===== src/rtl/arm_balance_n.sv =====
// Capacitor-voltage balancing selector for one arm of N full-bridge cells.
// Optional hysteresis bias on the sort keys is enabled by defining ARM_BAL_HYST_EN.
module arm_balance_n #(
    parameter int N_CELLS = 4,
    parameter int VW      = 8,
    parameter int LW      = 4,
    parameter int HYST    = 4
) (
    input  logic                    clk,
    input  logic                    rst,
    input  logic                    period_flag,
    input  logic                    signI,
    input  logic [LW-1:0]           vc_level,
    input  logic [N_CELLS*VW-1:0]   vc,
    output logic [2*N_CELLS-1:0]    Fo,
    output logic                    busy,
    output logic                    done,
    output logic                    overrun
);

    typedef enum logic [1:0] {IDLE, SEL, COMMIT} state_t;

    state_t                 r_state, w_next;
    logic [N_CELLS*VW-1:0]  r_vc;
    logic                   r_pol_neg, r_dis;
    logic                   r_hold;
    logic [LW-1:0]          r_cnt;
    logic [N_CELLS-1:0]     r_mask;
    logic [2*N_CELLS-1:0]   r_prev, r_fo, w_code;
    logic                   r_done, r_ovr;

    logic signed [LW:0]     w_d;
    logic [LW-1:0]          w_k;
    logic                   w_neg, w_hold, w_dis;
    logic [N_CELLS-1:0]     w_bias, w_win_oh;
    logic [VW:0]            w_key, w_best;
    logic                   w_found;

    // Search key: raw voltage, optionally biased toward cells already inserted with the same polarity.
    function automatic logic [VW:0] bal_key(input logic [VW-1:0] v, input logic bias, input logic dis);
        logic [VW+1:0] up;
        logic [VW:0]   k;
        k  = {1'b0, v};
        up = {2'b00, v} + (VW+2)'(HYST);
        if (bias) begin
            if (dis)
                k = up[VW+1] ? '1 : up[VW:0];
            else
                k = (v >= VW'(HYST)) ? {1'b0, v - VW'(HYST)} : '0;
        end
        return k;
    endfunction

    always_comb begin
        w_d    = $signed({1'b0, vc_level}) - $signed((LW+1)'(N_CELLS));
        w_neg  = w_d[LW];
        w_k    = w_neg ? LW'(-w_d) : LW'(w_d);
        w_hold = (vc_level > LW'(2*N_CELLS));
        w_dis  = (signI == 1'b0) ^ w_neg;
    end

`ifdef ARM_BAL_HYST_EN
    always_comb begin
        w_bias = '0;
        for (int i = 0; i < N_CELLS; i++)
            w_bias[i] = (r_prev[2*i +: 2] == (r_pol_neg ? 2'b01 : 2'b10));
    end
`else
    assign w_bias = '0;
`endif

    // One winner per cycle among unselected cells; strict compare keeps ties on the lowest index.
    always_comb begin
        w_found  = 1'b0;
        w_win_oh = '0;
        w_best   = '0;
        w_key    = '0;
        for (int i = 0; i < N_CELLS; i++) begin
            w_key = bal_key(r_vc[i*VW +: VW], w_bias[i], r_dis);
            if (!r_mask[i] && (!w_found || (r_dis ? (w_key > w_best) : (w_key < w_best)))) begin
                w_found     = 1'b1;
                w_best      = w_key;
                w_win_oh    = '0;
                w_win_oh[i] = 1'b1;
            end
        end
    end

    always_comb begin
        w_code = '0;
        for (int i = 0; i < N_CELLS; i++) begin
            if (r_mask[i])
                w_code[2*i +: 2] = r_pol_neg ? 2'b01 : 2'b10;
            else
                w_code[2*i +: 2] = (r_prev[2*i +: 2] == 2'b11) ? 2'b11 : 2'b00;
        end
    end

    always_comb begin
        w_next = r_state;
        case (r_state)
            IDLE:    if (period_flag) w_next = (w_hold || w_k == '0) ? COMMIT : SEL;
            SEL:     if (r_cnt == LW'(1)) w_next = COMMIT;
            COMMIT:  w_next = IDLE;
            default: w_next = IDLE;
        endcase
    end

    always_ff @(posedge clk or posedge rst) begin
        if (rst) r_state <= IDLE;
        else     r_state <= w_next;
    end

    // Snapshot of voltages and steering; only meaningful while a selection is running.
    always_ff @(posedge clk) begin
        if (r_state == IDLE && period_flag) begin
            r_vc      <= vc;
            r_pol_neg <= w_neg;
            r_dis     <= w_dis;
        end
    end

    always_ff @(posedge clk or posedge rst) begin
        if (rst) begin
            r_hold <= 1'b0;
            r_cnt  <= '0;
            r_mask <= '0;
            r_prev <= '0;
            r_fo   <= '0;
            r_done <= 1'b0;
            r_ovr  <= 1'b0;
        end else begin
            r_done <= 1'b0;
            if (period_flag && r_state != IDLE)
                r_ovr <= 1'b1;
            case (r_state)
                IDLE: if (period_flag) begin
                    r_hold <= w_hold;
                    r_cnt  <= w_k;
                    r_mask <= '0;
                end
                SEL: begin
                    r_mask <= r_mask | w_win_oh;
                    r_cnt  <= r_cnt - LW'(1);
                end
                COMMIT: begin
                    r_done <= 1'b1;
                    if (!r_hold) begin
                        r_fo   <= w_code;
                        r_prev <= w_code;
                    end
                end
                default: ;
            endcase
        end
    end

    assign Fo      = r_fo;
    assign busy    = (r_state != IDLE);
    assign done    = r_done;
    assign overrun = r_ovr;

endmodule


===== config.mk =====
export PLATFORM = sky130hd
export DESIGN_NAME = arm_balance_n
export DESIGN_NICKNAME = d
export VERILOG_FILES = /design/src/rtl/arm_balance_n.sv
export SDC_FILE = /design/constraint.sdc
export NUM_CORES = 1
export LEC_CHECK = 0
export CAP_MARGIN = 20
export CORE_UTILIZATION = 43
export CTS_CLUSTER_SIZE = 25
export DETAILED_ROUTE_END_ITERATION = 10
export MAX_ROUTING_LAYER = met4
export PLACE_DENSITY = 0.67
export SLEW_MARGIN = 20
export SYNTH_ARGS = -nofsm -noshare
export SYNTH_HDL_FRONTEND = slang
export SYNTH_SLANG_ARGS = --single-unit

===== constraint.sdc =====
create_clock -name clk -period 6.3 [get_ports clk]
set_input_delay 0.945 -clock clk [delete_from_list [all_inputs] [get_ports clk]]
set_output_delay 0.945 -clock clk [all_outputs]
set_load 0.05 [all_outputs]

==> results of run 1 <==
[timing repair]
action,4_1_cts,5_1_grt
gates cloned,0,1
gates resized for setup,1,9
setup endpoints to repair,1,4
hold endpoints to repair,0,0
pin swaps,0,0
setup buffers,0,3
[cells in the final DEF (no fill, tap or decap), drive strengths merged, types with 6 or more instances in the layout]
cell type,n
a21oi,10
buf,7
clkbuf,7
clkdlybuf4s50,50
dfrtp,21
edfxtp,34
ha,29
inv,36
mux2i,16
nand2,22
nor2,9
nor2b,6
o21ai,19
[cell families after synthesis]
family | share of synthesized area
buf+inv | 0.05784
compound gates | 0.1479
fa+ha+maj | 0.1181
xor+xnor | 0.008556
mux | 0.06436
flops | 0.5035
simple gates | 0.09980
[stage by stage]
| step | setup TNS [ns] | setup WS, ns | utilization |
|---|---|---|---|
| after floorplan | 0 | 0.5980 | - |
| after global placement | 0 | 0.2377 | 0.5405 |
| after detailed placement | 0 | 0.05086 | 0.5405 |
| after CTS | 0 | 0.07019 | 0.5562 |
| after global routing | -0.02726 | -0.02726 | 0.5661 |
| final | 0 | 0.3823 | 0.5661 |
[routing by layer]
metal  vias up  global-route usage
li1       1099                   -
met1      1015              0.2427
met2        62              0.2691
met3         6             0.03048
met4         0             0.06364
met5         -                   -
[flip-flops by register name (all words and copies together), names as in the netlist]
name / flops
Fo: 8
done: 1
r_pol_neg: 1
r_vc: 32
r_dis: 1
r_hold: 1
overrun: 1
r_state: 2
r_mask: 4
r_cnt: 4
[how the worst min path moves through the flow]
stage / to / slack [ns] / cells after the start
2_1_floorplan: r_hold / 0.45 / 2
3_3_place_gp: overrun / 0.44 / 1
3_5_place_dp: overrun / 0.45 / 1
4_1_cts: overrun / 0.47 / 1
5_1_grt: overrun / 0.50 / 1
6_report: overrun / 0.46 / 1
[power by group through the flow]
stage	Clock, µW	Sequential (µW)	Combinational [µW]
global placement	0	592	850
floorplan	0	635	583
CTS	224	587	882
finish	217	592	919
detailed placement	0	594	871
global route	240	605	1020
[cell type report]
cell class / instances / area, µm² / area share
repair inverters: 1 / 7.507 / 0.001941
clock buffers: 7 / 97.59 / 0.02523
inverters: 36 / 138.9 / 0.03591
multi-input cells: 174 / 1384 / 0.3578
clock inverters: 1 / 6.256 / 0.001618
flip-flops and latches: 55 / 1548 / 0.4002
repair buffers: 57 / 565.5 / 0.1462
well taps: 96 / 120.1 / 0.03106
==> qor_table.md, run 1 <==
| Item | Reported | Unit |
|:---|:---|:---|
| Initial DRC count | 89 | - |
| Vias after detailed routing | 2182 | - |
| Largest area contributor in the netlist | edfxtp_1 | - |
| Largest net degree at the start of global routing | 22 | - |
| Die Ht | 86.52 | µm |
| Combined global-route utilization of all metal layers | 0.1782 | - |
| DRT met1 WL | 2.893 | mm |
| Part of the power in combinational logic | 0.532 | - |
| # IOs | 51 | - |
| Layout cell share with drive strength beyond 1 | 0.09970 | - |
| Dominant delay contributor by cell family on the critical path | compound AO/OA/AOI/OAI gates | - |
| Worst hold slack | 0.4623 | ns |
| Count of H-tree levels built during CTS | 2 | - |
| Cell Count, Final, Fillers Out | 427 | - |
| Worst-case register-to-register setup slack | 0.38 | ns |
| Instance count on the critical path | 25 | - |
| Wire length of the first global-routing pass | 9.846 | mm |
| Total leakage power | 0.001594 | µW |
| Sequential share of the synthesized area | 0.5035 | - |
| Count of distinct cell types in the synthesized netlist | 52 | - |
| Max-slew violation total from the final report | 0 | - |
| Grt total ovfl | 0 | - |
| Most frequently used flop master after synthesis | edfxtp_1 | - |
| Ant. Diodes | 0 | - |
| Cell Int Power | 1018 | µW |
| Netlist Area Pre-Place | 3072 | µm² |
| Max Fanout on Critical Path | 9 | - |
| Final layout net count | 399 | - |
| Effective utilization at floorplan | 0.4496 | - |
| Switching portion of total power | 0.4110 | - |
| Capturing instance or port of the critical path | r_mask[0] | - |
| Worst path most repeated cell | ha_1 | - |
| Critical path buffer and inverter count | 4 | - |
| Final Hold Fails | 0 | - |
| Count of placed standard cells including taps | 415 | - |
| Final non-filler cell area | 3867 | µm² |
| Clock period minus worst slack | 5.918 | ns |
| Synthesized instance count | 273 | - |
| Synth Warn # | 0 | - |
| Register bit total from synthesis | 55 | - |
| Depth of the worst register-to-register path | 25 | - |
| Largest stage delay on the critical path | 0.47 | ns |
| Clock tree sinks | 55 | - |
| R2R Path End | r_mask[0] | - |
| Classification of the worst setup path | reg2reg | - |
| Mean instance size in the synthesized netlist | 11.25 | µm² |
| Number of buffers on the longest clock path | 2 | - |
| Clock tree root driver cell | clkbuf_8 | - |
| Min-delay worst type | reg2reg | - |
| Share of Yosys cell area claimed by the top area cell type | 0.3324 | - |
| Uppermost layer routed | met4 | - |
| Clock network fraction of design power | 0.126 | - |
| Post-Synthesis Net Count | 342 | - |
| Fill cell instance count of the final layout | 583 | - |
| Required time of the critical path | 6.51 | ns |
| Final HPWL from detailed placement | 4.449 | mm |
| Final RePlAce weighted congestion | 0.8399 | - |
| Number of nets still failing antenna checks after routing | 0 | - |
| Number of buffers added on ports | 50 | - |
| Switch Pwr | 710.3 | µW |
| Critical Path Source | r_mask[0] | - |
| Most frequent cell after synthesis | inv_1 | - |
| CP arrival | 6.13 | ns |
| Insertion delay to the later sink of the worst-skew pair | 0.30 | ns |
| Routed Wire Length | 5.916 | mm |
| FFs w/ async S/R, synth | 0.3818 | - |
| Status | finished clean | - |
| Max Fclk | 169.0 | MHz |
| Number of cell rows | 30 | - |
| Cell types occupying the most area after synthesis | edfxtp_1 33%, dfrtp_1 17%, ha_1 12% | - |
| Placed Instance Area | 3692 | µm² |
| Pwr Total | 1728 | µW |
| Slew HR | 0.4759 | - |
| Clock tree from TritonCTS | yes | - |
| Maximum Capacitance Violations | 0 | - |
| Sequential power share | 0.343 | - |
| Post-cts hold buffer count | 0 | - |
| Worst Clk Skew | 0.004192 | ns |
| Final setup violation count | 0 | - |
| Routed WL per cell | 13.85 | µm |
| Worst reg2reg startpoint | r_mask[0] | - |
| DR DRC count | 0 | - |
| Final cycle utilization of the critical path | 0.9393 | - |
| Tightest Pin Transition | 0.7852 | ns |
| Met2 wirelength from detailed routing | 2.688 | mm |
| Number of enable-type register cells in the synthesized netlist | 34 | - |
| Wire length on met3 | 229 | µm |
| Antenna violations before repair | 0 | - |
| Via count of the first global-routing pass | 2138 | - |
| CTS Buf Count | 5 | - |
| Number of search-and-repair iterations in the first detailed-routing pass | 4 | - |
| Post-synthesis to final-layout area growth | 25.91 | % |
| Die footprint | 7486 | µm² |
| Kind of end point of the critical path | flip-flop | - |
| Pwr per Cell Area | 446.9 | nW/µm² |
| Core area | 6832 | µm² |
| Slowest cell on the critical path | dfrtp_2 | - |
| Horizontal extent of the die | 86.52 | µm |
| Leading cell types by count after synthesis | 36 x inv_1, 34 x edfxtp_1, 29 x ha_1 | - |
| CTS clk-pin slew, worst paths | 0.09 | ns |
| Hold Path Origin | overrun | - |
| Startpoint type of the worst setup path | flip-flop | - |
| Worst voltage drop across the vdd grid | 0.2026 | mV |
| Via density per instance | 5.110 | - |
No activity file was read; power rests on OpenSTA's default activity.
==> inputs of run 2 (changes only) <==
CTS_CLUSTER_DIAMETER = 50   (was default)
GPL_TIMING_DRIVEN = 0   (was default)
==> run 2 against run 1 <==
  * Maximum frequency shrank 2.0%
  * Global-route usage shrank 1.0 points
  * Final cell count increased by 1.9%
  * Register-to-register slack worse by 0.12 ns
  * Non-clock buffer count is 9 higher
  * Critical endpoint unchanged
  * Cell area is 1.7% higher
  * Clock skew is 0.0040 ns higher
  * Combinational power is 5.0% higher
  * Highest routed layer unchanged
  * Worst hold slack got worse by 0.0024 ns
  * Power rose by 4.3%
  * Die area did not move
  * Via count is 1.8% higher
  * Largest cell class unchanged
==> qor_table.md, run 2 (synthesized netlist as in run 1, its figures left out) <==
| Item | Reported | Unit |
|:---|:---|:---|
| Status | finished clean | - |
| Routed Wire Length | 5.812 | mm |
| Final cycle utilization of the critical path | 0.9582 | - |
| Max-slew violation total from the final report | 0 | - |
| Final design utilization | 0.5756 | - |
| Pwr per Cell Area | 458.6 | nW/µm² |
| Fill cell instance count of the final layout | 611 | - |
| Min-delay worst type | reg2reg | - |
| Core area | 6832 | µm² |
| Placed Instance Area | 3682 | µm² |
| Hold Path Origin | overrun | - |
| Required time of the critical path | 6.51 | ns |
| Cell Count, Final, Fillers Out | 435 | - |
| CTS clk-pin slew, worst paths | 0.10 | ns |
| CP arrival | 6.25 | ns |
| Classification of the worst setup path | reg2reg | - |
| Initial DRC count | 49 | - |
| Final HPWL from detailed placement | 4.282 | mm |
| Max Fclk | 165.6 | MHz |
| Post-cts hold buffer count | 0 | - |
| Worst voltage drop across the vdd grid | 0.1782 | mV |
| Register with the highest flop count | r_vc | - |
| Number of buffers added on ports | 49 | - |
| Via count of the first global-routing pass | 2140 | - |
| Worst reg2reg startpoint | r_mask[0] | - |
| Total leakage power | 0.001641 | µW |
| Final-layout setup total negative slack | 0 | ns |
| Final setup violation count | 0 | - |
| Area taken by multi-input logic gates | 1389 | µm² |
| Number of cell rows | 30 | - |
| Die footprint | 7486 | µm² |
| Number of search-and-repair iterations in the first detailed-routing pass | 4 | - |
| Cell Int Power | 1097 | µW |
| Worst Clk Skew | 0.008186 | ns |
| Layout cell share with drive strength beyond 1 | 0.1091 | - |
| Sequential power share | 0.317 | - |
| Number of nets still failing antenna checks after routing | 0 | - |
| Grt total ovfl | 0 | - |
| Count of placed standard cells including taps | 418 | - |
| Pwr Total | 1803 | µW |
| Max reg flops | 32 | - |
| Ant. Diodes | 0 | - |
| Clock tree sinks | 55 | - |
| Combined global-route utilization of all metal layers | 0.1682 | - |
| FF+latch area | 1548 | µm² |
| CTS Buf Count | 5 | - |
| Final non-filler cell area | 3933 | µm² |
| Commonest non-fill, non-tap cell in the layout | clkdlybuf4s50_1 | - |
| Slew HR | 0.4479 | - |
| Wire length of the first global-routing pass | 9.404 | mm |
| Part of the power in combinational logic | 0.535 | - |
| Maximum Capacitance Violations | 0 | - |
| Switching portion of total power | 0.3915 | - |
| Final layout net count | 407 | - |
| Vias after detailed routing | 2221 | - |
| Effective utilization at floorplan | 0.4496 | - |
| Die Ht | 86.52 | µm |
| DR DRC count | 0 | - |
| Clock tree root driver cell | clkbuf_8 | - |
| Tightest Pin Transition | 0.8273 | ns |
| Kind of end point of the critical path | flip-flop | - |
| Count of H-tree levels built during CTS | 2 | - |
| Switch Pwr | 705.9 | µW |
| Max Fanout on Critical Path | 10 | - |
| Routed WL per cell | 13.36 | µm |
| Number of buffers on the longest clock path | 2 | - |
| # IOs | 51 | - |
| Hold Path Sink | overrun | - |
| Clock period minus worst slack | 6.037 | ns |
| Clock tree from TritonCTS | yes | - |
| Depth of the worst register-to-register path | 26 | - |
| Largest net degree at the start of global routing | 36 | - |
| Clock network fraction of design power | 0.148 | - |
| Antenna violations before repair | 0 | - |
| Insertion delay to the later sink of the worst-skew pair | 0.30 | ns |
| Worst Hold Depth | 1 | - |
| Startpoint type of the worst setup path | flip-flop | - |
| Most frequent cells in the layout | 49 x clkdlybuf4s50_1, 35 x inv_1, 34 x edfxtp_1 | - |
| Final Hold Fails | 0 | - |
| R2R Path End | r_mask[0] | - |
| Horizontal extent of the die | 86.52 | µm |
| Final RePlAce weighted congestion | 0.8472 | - |
| Worst-case register-to-register setup slack | 0.26 | ns |
| Post-synthesis to final-layout area growth | 28.02 | % |
| Via density per instance | 5.106 | - |
run 2: cell types whose count changed in the layout (fill, tap and decap cells not counted), sizes merged:
cell and change:
buf +6, bufinv +2, clkbuf +3, clkdlybuf4s50 -1, clkinvlp -2
run 2: power groups by stage:
stage	sequential (µW)	combinational (µW)	clock [µW]
6_report	571	965	268
5_1_grt	585	1060	289
4_1_cts	572	877	276
3_5_place_dp	580	868	0
3_3_place_gp	578	847	0
2_1_floorplan	635	583	0
run 2: per-stage QoR:
stage,hold slack [ns],setup slack (ns)
global placement,0.4379,-0.2176
floorplan,0.4505,0.5980
finish,0.4599,0.2630
detailed placement,0.4438,-0.2623
global route,0.4873,-0.09347
CTS,0.4677,0.002743
run 2: worst max path at each step:
| stage | depth (start not counted) | to | slack [ns] | from |
|---|---|---|---|---|
| global route | 26 | r_mask[0] | -0.09 | r_mask[0] |
| CTS | 26 | r_mask[0] | 0.003 | r_mask[0] |
| floorplan | 26 | r_mask[0] | 0.60 | r_mask[0] |
| global placement | 26 | r_mask[0] | -0.22 | r_mask[0] |
| finish | 26 | r_mask[0] | 0.26 | r_mask[0] |
| detailed placement | 26 | r_mask[0] | -0.26 | r_mask[0] |
run 2: what timing repair did:
action / in CTS / in global routing
pin swaps: 0 / 2
buffers inserted: 0 / 9
resized for setup: 3 / 9
endpoints found under the setup margin: 4 / 4
run 2: per-layer routing:
layer | vias up | share of wire | GRT usage
li1 | 1116 | - | -
met1 | 1044 | 0.49 | 0.2169
met2 | 54 | 0.46 | 0.2619
met3 | 7 | 0.041 | 0.03238
met4 | 0 | 0.014 | 0.06818
met5 | - | 0 | -
run 2: layout make-up:
type / count / area share
Sequential cell: 55 / 0.3936
Multi-Input combinational cell: 174 / 0.3532
Timing Repair Buffer: 58 / 0.1419
Inverter: 36 / 0.03436
Tap cell: 96 / 0.03054
Clock buffer: 6 / 0.01845
Clock inverter: 2 / 0.01527
Buffer: 8 / 0.01273
run 2: critical path: stages, from the launching register on:
cell and delay [ns]:
dfrtp_2 0.43, inv_1 0.09, buf_6 0.15, nand2_1 0.08, ha_1 0.32, a21oi_1 0.08, o21a_1 0.19, or2_2 0.30
a41oi_1 0.21, buf_4 0.22, mux2i_4 0.28, inv_1 0.07, ha_1 0.30, a211oi_2 0.25, o221ai_2 0.14, a221oi_2 0.31
mux2i_1 0.27, o21ba_1 0.16, buf_6 0.15, mux2i_2 0.26, ha_1 0.29, a21oi_1 0.16, nand2_1 0.08, a211oi_2 0.24
mux2_2 0.38, a311o_1 0.33, o32ai_2 0.20
==> inputs of run 3 (changes only) <==
CORE_UTILIZATION = 25   (was 43)
PLACE_DENSITY = default   (was 0.67)
==> run 3 against run 2 <==
  * Clock-buffer cell count is the same
  * Utilization shrank 24 points
  * Die area grew 70%
  * Maximum frequency grew 1.4%
  * Sequential share of layout area shrank 1.2 points
==> qor_table.md, run 3 (synthesized netlist as in run 1, its figures left out) <==
| Item | Reported | Unit |
|:---|:---|:---|
| Register with the highest flop count | r_vc | - |
| Insertion delay to the later sink of the worst-skew pair | 0.30 | ns |
| Pwr per Cell Area | 455.4 | nW/µm² |
| FF+latch area | 1548 | µm² |
| Number of search-and-repair iterations in the first detailed-routing pass | 4 | - |
| Status | finished clean | - |
| Min-delay worst type | reg2reg | - |
| Slew HR | 0.4448 | - |
| Fill cell instance count of the final layout | 1202 | - |
| Commonest non-fill, non-tap cell in the layout | clkdlybuf4s50_1 | - |
| CTS clk-pin slew, worst paths | 0.07 | ns |
| Ant. Diodes | 0 | - |
| Depth of the worst register-to-register path | 26 | - |
| Tightest Pin Transition | 0.8319 | ns |
| Total leakage power | 0.001638 | µW |
| Clock tree from TritonCTS | yes | - |
| Die Ht | 112.8 | µm |
| Count of H-tree levels built during CTS | 2 | - |
| Kind of end point of the critical path | flip-flop | - |
| Worst Setup Slack post-DPL | -0.1955 | ns |
| Worst voltage drop across the vdd grid | 0.1407 | mV |
| Maximum Capacitance Violations | 0 | - |
| Cell Count, Final, Fillers Out | 484 | - |
| Routed Wire Length | 6.351 | mm |
| Layout cell share with drive strength beyond 1 | 0.1246 | - |
| Die footprint | 12730 | µm² |
| Count of placed standard cells including taps | 469 | - |
| Placed Instance Area | 3746 | µm² |
| Final cycle utilization of the critical path | 0.9448 | - |
| Via density per instance | 4.595 | - |
| Startpoint type of the worst setup path | flip-flop | - |
| Final setup violation count | 0 | - |
| Critical Path Source | r_mask[0] | - |
| Area taken by multi-input logic gates | 1443 | µm² |
| Effective utilization at floorplan | 0.2557 | - |
| Final layout net count | 405 | - |
| Capturing instance or port of the critical path | r_mask[0] | - |
| Classification of the worst setup path | reg2reg | - |
| Antenna violations before repair | 0 | - |
| Final Hold Fails | 0 | - |
| Final non-filler cell area | 4056 | µm² |
| Max Fanout on Critical Path | 10 | - |
| Number of buffers on the longest clock path | 2 | - |
| Final RePlAce weighted congestion | 0.7672 | - |
| Clock tree sinks | 55 | - |
| # IOs | 51 | - |
| Max reg flops | 32 | - |
| Number of nets still failing antenna checks after routing | 0 | - |
| Core area | 12010 | µm² |
| Initial DRC count | 84 | - |
| Number of buffers added on ports | 49 | - |
| Combined global-route utilization of all metal layers | 0.1083 | - |
| Clock period minus worst slack | 5.952 | ns |
| Required time of the critical path | 6.50 | ns |
| Horizontal extent of the die | 112.8 | µm |
| Most frequent cells in the layout | 49 x clkdlybuf4s50_1, 35 x inv_1, 34 x edfxtp_1 | - |
| CTS Buf Count | 5 | - |
| Max-slew violation total from the final report | 0 | - |
| R2R Path End | r_mask[0] | - |
| Clock tree root driver cell | clkbuf_16 | - |
| CP arrival | 6.15 | ns |
| Via count of the first global-routing pass | 2160 | - |
| Largest net degree at the start of global routing | 36 | - |
| Least setup slack across all paths after layout | 0.3480 | ns |
| Max Fclk | 168.0 | MHz |
| Final HPWL from detailed placement | 4.759 | mm |
| Number of cell rows | 40 | - |
| Worst Clk Skew | 0.006178 | ns |
| Post-synthesis to final-layout area growth | 32.06 | % |
| Grt total ovfl | 0 | - |
| Pwr Total | 1847 | µW |
| Worst reg2reg startpoint | r_mask[0] | - |
| Vias after detailed routing | 2224 | - |
| Wire length of the first global-routing pass | 10.41 | mm |
| Routed WL per cell | 13.12 | µm |
| Worst-case register-to-register setup slack | 0.35 | ns |
| DR DRC count | 0 | - |
==> run 3: changes by cell type in the layout (fill, tap and decap cells not counted), moves of 2 or more <==
cell / change
bufinv_16: -2
nand2_2: +2
mux2i_1: -3
clkbuf_16: +5
clkbuf_8: -4
nand2_1: -2
mux2i_4: +2
buf_4: -3
==> run 3: layout make-up <==
type	count	area share
clock buffer	6	0.03424
timing repair buffer	56	0.1339
buffer	8	0.01326
sequential	55	0.3816
clock inverter	2	0.002776
tap	147	0.04534
inverter	36	0.03331
multi-input combinational	174	0.3556
==> run 3: power breakdown <==
group,internal (µW),total [µW],switching [µW]
registers,497,578,80.4
logic,460,988,528
clock network,157,281,124
==> run 3: worst max-delay path, stage by stage, from the launching register on <==
cell,delay [ns]
dfrtp_2,0.44
inv_1,0.11
buf_6,0.15
nand2_1,0.10
ha_1,0.36
nand4_1,0.12
o21ai_0,0.09
or2_2,0.30
a41oi_2,0.21
buf_6,0.18
buf_4,0.16
mux2i_4,0.25
inv_1,0.07
ha_1,0.30
and3_1,0.21
a221oi_2,0.31
mux2i_1,0.28
o21ba_1,0.16
buf_6,0.15
mux2i_2,0.22
ha_1,0.28
a21oi_1,0.16
nand2_1,0.08
a211oi_2,0.23
mux2_2,0.38
a311o_1,0.33
o32ai_2,0.21
==> run 3: worst min path at each step <==
stage | slack [ns] | cells past startpoint | from | endpoint
6_report | 0.46 | 1 | overrun | overrun
3_5_place_dp | 0.45 | 1 | overrun | overrun
2_1_floorplan | 0.45 | 2 | r_hold | r_hold
4_1_cts | 0.47 | 1 | overrun | overrun
5_1_grt | 0.51 | 1 | overrun | overrun
3_3_place_gp | 0.44 | 1 | overrun | overrun
==> run 3: routing by layer <==
layer  track usage  up-vias  share of wire
met4       0.05422        0          0.020
li1              -     1112              -
met1        0.1372     1067           0.47
met2        0.1708       37           0.48
met5             -        -              0
met3       0.01393        8          0.023
==> run 3: metrics by stage <==
step / utilization / hold slack [ns] / setup TNS, ns
2_1_floorplan: - / 0.4505 / 0
3_3_place_gp: 0.3119 / 0.4389 / -0.3700
3_5_place_dp: 0.3119 / 0.4504 / -0.5271
4_1_cts: 0.3247 / 0.4657 / 0
5_1_grt: 0.3377 / 0.5103 / -0.03504
6_report: 0.3377 / 0.4641 / 0
==> run 3: what timing repair did <==
action,CTS,global route
hold buffers,0,0
buffers inserted,0,7
resized for setup,2,20
setup endpoints to repair,3,4
pin swaps,0,4
